## config.mk

```make
export PLATFORM = sky130hd
export DESIGN_NAME = ps2_kbd_rx
export DESIGN_NICKNAME = d
export VERILOG_FILES = /design/src/rtl/ps2_pkg.sv /design/src/rtl/ps2_sync_filter.sv /design/src/rtl/ps2_kbd_rx.sv
export SDC_FILE = /design/constraint.sdc
export NUM_CORES = 1
export LEC_CHECK = 0
export ABC_AREA = 0
export CAP_MARGIN = 20
export CORE_UTILIZATION = 30
export DETAILED_ROUTE_END_ITERATION = 10
export SETUP_SLACK_MARGIN = 0.3
export SLEW_MARGIN = 20
export SYNTH_ARGS = -nofsm -noshare
export SYNTH_HDL_FRONTEND = slang
export SYNTH_SLANG_ARGS = --single-unit
```

## constraint.sdc

```tcl
create_clock -name clk -period 3.51 [get_ports clk]
set_clock_uncertainty 0.05 [all_clocks]
set_input_delay 0.702 -clock clk [delete_from_list [all_inputs] [get_ports clk]]
set_output_delay 0.702 -clock clk [all_outputs]
set_load 0.01 [all_outputs]
```

## src/rtl/ps2_pkg.sv

```systemverilog
// PS/2 keyboard receiver shared definitions.
// Frame geometry, FSM state type and parity helper.
package ps2_pkg;

  localparam int DATA_BITS  = 8;
  localparam int FRAME_BITS = 11;

  typedef enum logic [1:0] {
    IDLE   = 2'd0,
    DATA   = 2'd1,
    PARITY = 2'd2,
    STOP   = 2'd3
  } state_e;

  // Odd parity holds when data plus parity bit has an odd count of ones.
  function automatic logic odd_ok(
    input logic [DATA_BITS-1:0] d,
    input logic                 p
  );
    return ^{d, p};
  endfunction

endpackage

```

## src/rtl/ps2_sync_filter.sv

```systemverilog
// Two-flop synchronizer plus level-stability filter.
// fall_o pulses in the cycle the filtered level is accepted as low.
module ps2_sync_filter #(
  parameter int FILTER_CYCLES = 8
) (
  input  logic clk,
  input  logic reset_ni,
  input  logic d_i,
  output logic fall_o
);

  localparam int CW = $clog2(FILTER_CYCLES + 1);

  logic          sync0_q, sync0_d;
  logic          sync1_q, sync1_d;
  logic          filt_q, filt_d;
  logic [CW-1:0] cnt_q, cnt_d;

  // Accept a new level only after FILTER_CYCLES differing samples in a row.
  always_comb begin
    sync0_d = d_i;
    sync1_d = sync0_q;
    filt_d  = filt_q;
    cnt_d   = '0;
    if (sync1_q != filt_q) begin
      if (cnt_q == CW'(FILTER_CYCLES - 1)) begin
        filt_d = sync1_q;
      end else begin
        cnt_d = cnt_q + CW'(1);
      end
    end
    fall_o = filt_q & ~filt_d;
  end

  // State registers; lines idle high so reset to 1.
  always_ff @(posedge clk) begin
    if (!reset_ni) begin
      sync0_q <= 1'b1;
      sync1_q <= 1'b1;
      filt_q  <= 1'b1;
      cnt_q   <= '0;
    end else begin
      sync0_q <= sync0_d;
      sync1_q <= sync1_d;
      filt_q  <= filt_d;
      cnt_q   <= cnt_d;
    end
  end

endmodule

```

## src/rtl/ps2_kbd_rx.sv

```systemverilog
// Receive-only PS/2 keyboard frame decoder.
// Emits each good scan code with a strobe, bad frames with err.
module ps2_kbd_rx
  import ps2_pkg::*;
#(
  parameter int FREQ_HZ       = 12000000,
  parameter int TIMEOUT_US    = 2000,
  parameter int FILTER_CYCLES = 8
) (
  input  logic       clk,
  input  logic       reset_ni,
  input  logic       ps2_clk_i,
  input  logic       ps2_data_i,
  output logic [7:0] code_o,
  output logic       strobe_o,
  output logic       err_o
);

  localparam int TIMEOUT_CYCLES = FREQ_HZ / 1000000 * TIMEOUT_US;
  localparam int TW = $clog2(TIMEOUT_CYCLES + 1);
  localparam int BW = $clog2(DATA_BITS);

  logic                 sample_ev;
  logic                 dsync0_q, dsync0_d;
  logic                 dsync1_q, dsync1_d;
  state_e               state_q, state_d;
  logic [BW-1:0]        bit_cnt_q, bit_cnt_d;
  logic [DATA_BITS-1:0] shift_q, shift_d;
  logic                 par_ok_q, par_ok_d;
  logic [7:0]           code_q, code_d;
  logic                 strobe_q, strobe_d;
  logic                 err_q, err_d;
  logic [TW-1:0]        tmo_q, tmo_d;

  ps2_sync_filter #(
    .FILTER_CYCLES(FILTER_CYCLES)
  ) u_clk_filt (
    .clk     (clk),
    .reset_ni(reset_ni),
    .d_i     (ps2_clk_i),
    .fall_o  (sample_ev)
  );

  // Frame FSM, shift register and inter-edge timeout.
  always_comb begin
    dsync0_d  = ps2_data_i;
    dsync1_d  = dsync0_q;
    state_d   = state_q;
    bit_cnt_d = bit_cnt_q;
    shift_d   = shift_q;
    par_ok_d  = par_ok_q;
    code_d    = code_q;
    strobe_d  = 1'b0;
    err_d     = 1'b0;
    tmo_d     = tmo_q;

    // Counter about to reach the limit aborts the frame; a sample wins.
    if (state_q == IDLE) begin
      tmo_d = '0;
    end else if (sample_ev) begin
      tmo_d = '0;
    end else if (tmo_q == TW'(TIMEOUT_CYCLES - 1)) begin
      tmo_d   = '0;
      err_d   = 1'b1;
      state_d = IDLE;
    end else begin
      tmo_d = tmo_q + TW'(1);
    end

    if (sample_ev) begin
      unique case (state_q)
        IDLE: begin
          if (!dsync1_q) begin
            bit_cnt_d = '0;
            state_d   = DATA;
          end else begin
            err_d = 1'b1;
          end
        end
        DATA: begin
          shift_d   = {dsync1_q, shift_q[DATA_BITS-1:1]};
          bit_cnt_d = bit_cnt_q + BW'(1);
          if (bit_cnt_q == BW'(DATA_BITS - 1)) begin
            state_d = PARITY;
          end
        end
        PARITY: begin
          par_ok_d = odd_ok(shift_q, dsync1_q);
          state_d  = STOP;
        end
        STOP: begin
          if (dsync1_q && par_ok_q) begin
            code_d   = shift_q;
            strobe_d = 1'b1;
          end else begin
            err_d = 1'b1;
          end
          state_d = IDLE;
        end
      endcase
    end
  end

  // State registers with synchronous active-low reset.
  always_ff @(posedge clk) begin
    if (!reset_ni) begin
      dsync0_q  <= 1'b1;
      dsync1_q  <= 1'b1;
      state_q   <= IDLE;
      bit_cnt_q <= '0;
      shift_q   <= '0;
      par_ok_q  <= 1'b0;
      code_q    <= '0;
      strobe_q  <= 1'b0;
      err_q     <= 1'b0;
      tmo_q     <= '0;
    end else begin
      dsync0_q  <= dsync0_d;
      dsync1_q  <= dsync1_d;
      state_q   <= state_d;
      bit_cnt_q <= bit_cnt_d;
      shift_q   <= shift_d;
      par_ok_q  <= par_ok_d;
      code_q    <= code_d;
      strobe_q  <= strobe_d;
      err_q     <= err_d;
      tmo_q     <= tmo_d;
    end
  end

  assign code_o   = code_q;
  assign strobe_o = strobe_q;
  assign err_o    = err_q;

endmodule
```

==> results.toml <==
[run_status]
status = "completed"

[timing]
setup_tns_ns = 0
finalCriticalPeriod_ns = 1.99
rsz0062_at_grt = "no"
clock.fmax_mhz = 503
setup_viol = 0
final_max_slew_viol_count = 0
period_share = 0.566
max_slew_margin = 0.573
max_slew.worst_pin.slew_ns = 0.636
setup_slack_ns = 1.52
hold_violations = 0

[finish]
utilization = 0.361
synthToLayoutAreaGrowth_pct = 14.6
drive_gt1_frac = 0.0672
final_area_mm2 = 0.00249
nNetsFinal = 249
antenna_cells = 0

[route]
post_drt_wl_per_cell_um = 10.6
first_iter_violations = 41
routed_wl_um = 3550
drtPass1Iterations = 4
num_vias = 1514
routed_via_density = 4.53
route.detailed.drc = 0
ant_nets = 0

[clock_network]
htree_levels = 2
cts_sinks = 48
post_cts_resized = 0
clk_path_buf_depth = 2
cts_tree = "done"
path_clk_slew_ns = 0.09
numCtsBuffers = 5
clock_latency_ns = 0.29
post-cts-setup-buffer-count = 0
cts_hold_buf = 0
root_buffer = "clkbuf_8"

[synth]
synth_cell_type_count = 39
yosysWarnings = 0
synth_edf_count = 0
async_flop_share = 0
yosysMostFrequentCell = "dfxtp_1"
synth.yosys.seq_area_share = 0.442
avgSynthCellArea_um2 = 9.79
synthCells = 222
synth_nets = 234
ys_seq_elements = 48
synth_top_area_frac = 0.442
ys.flop_type = "dfxtp_1"
synthesis.area_mm2 = 0.00217
synth_area_leaders = "dfxtp_1 44%, mux2i_1 7.4%, nor2b_1 5.2%"
synth_commonest_cells = "48 x dfxtp_1, 18 x nor2b_1, 16 x mux2i_1, 16 x nor2_1, 11 x nand3_1"
synth_top_area_cell = "dfxtp_1"

[global_route]
met2_usage = 0.162
gr-usage-met1 = 0.126
antenna_found_initial = 0
grt_pass1_wl_um = 6020
grt_busiest_layer = "met2"
grt_util_met3 = 0.0284
overflow = 0
track_usage = 0.101
grt_pass1_vias = 1357
grt_max_degree = 35

[placed_design]
gp_congestion = 0.767
dpl.hpwl_um = 2490
dp_slack_ns = 1.33
postPlaceCellArea_mm2 = 0.00240
port_buffers = 13

[flow_run]
drv_cap = 0

[critical_path]
cp.buffers_inverters = 1
crit_arrival_ns = 2.16
crit_type = "flop to flop"
cp.required_ns = 3.68
critPathCaptureType = "flop"
crit_path_max_fanout = 8
r2r_start = "state_q[0]$_SDFF_PN0_"
path_cells = "inv_1, ha_1, nand2b_1, a211oi_1, nand3_1, a21boi_1"
startpoint_type = "flop"
crit_path_top_delay_cell = "a211oi_1"
crit_family = "compound AO/OA/AOI/OAI gates"
slowest_delay_ns = 0.58
crit_start = "state_q[0]$_SDFF_PN0_"

[floorplan]
die_w_um = 87.1
coreArea_mm2 = 0.00691
ios = 14
initial_core_util = 0.315
row_count = 30
die_h_um = 87.1
dieArea_mm2 = 0.00759

[pwr]
p_total_mw = 0.887
p_per_area_mw_per_mm2 = 356
p_leak_nw = 0.893
peakVddDrop_uv = 159

[worst_hold_path]
hp-class = "flop to flop"
hp-start = "dsync0_q$_SDFF_PN1_"
## registers in the layout (all words and copies together) (netlist names)
| register | cells |
|---|---|
| dsync1_q | 1 |
| u_clk_filt.filt_q | 1 |
| err_o | 1 |
| u_clk_filt.sync0_q | 1 |
| tmo_q | 15 |
| dsync0_q | 1 |
| par_ok_q | 1 |
| bit_cnt_q | 3 |
| u_clk_filt.sync1_q | 1 |
| code_o | 8 |
| strobe_o | 1 |
| shift_q | 8 |
| u_clk_filt.cnt_q | 4 |
| state_q | 2 |
## placed cells by master (no fill, tap or decap), types with 2 or more instances in the layout
master / instances
dfxtp_1: 48
or3_1: 4
a21oi_1: 5
nand3b_1: 3
and3_1: 4
ha_1: 8
o21ai_0: 5
a21oi_2: 2
nand2b_1: 10
nand4_1: 5
o21a_1: 3
clkdlybuf4s50_1: 13
a21boi_1: 3
a211oi_1: 2
clkbuf_8: 5
nor2b_1: 18
o31ai_1: 2
xor2_1: 8
xnor2_1: 9
nand2_1: 10
and2_1: 3
mux2i_1: 16
nor3_1: 3
nor2_1: 16
inv_1: 5
nand3_1: 11
clkinv_2: 2
buf_4: 2
## where the power goes
group	internal (mW)	switching, mW
clock	0.139	0.182
combinational	0.0101	0.00815
sequential	0.546	0.00187
## cell type report
type                            count  area, um2
Clock inverter                      3       18.8
Clock buffer                        5       68.8
Timing Repair Buffer               15        145
Fill cell                         732       4420
Multi-Input combinational cell    162       1160
Sequential cell                    48        961
Inverter                            5       18.8
Tap cell                           96        120
## logic make-up after synthesis
group | count (synthesis) | share of synthesized area
AOI/OAI and AO/OA | 26 | 0.0806
xor gates and xnor gates | 18 | 0.0789
adders and majority gates | 8 | 0.0461
buffers and inverters | 12 | 0.0248
DFF | 48 | 0.442
muxes | 16 | 0.0737
and+or+nand+nor | 94 | 0.254
## per-layer routing
layer / vias up / wire length [um]
met2: 9 / 1650
li1: 793 / -
met3: 2 / 51
met1: 710 / 1810
met5: - / 0
met4: 0 / 35
## worst paths after layout
kind | endpoint | slack (ns) | cells past startpoint
max | bit_cnt_q[2]$_SDFFE_PN0P_ | 1.52 | 6
min | dsync1_q$_SDFF_PN1_ | 0.37 | 1
max reg2reg | bit_cnt_q[2]$_SDFFE_PN0P_ | 1.52 | 6
min reg2reg | dsync1_q$_SDFF_PN1_ | 0.37 | 1
## metrics by stage
| stage | instances | hold slack (ns) |
|---|---|---|
| 6_report | 334 | 0.370 |
| 4_1_cts | 334 | 0.369 |
| 2_1_floorplan | 222 | 0.336 |
| 5_1_grt | 334 | 0.378 |
| 3_5_place_dp | 326 | 0.347 |
| 3_3_place_gp | 326 | 0.344 |
Note: power is estimated with default switching activity, not from simulation.
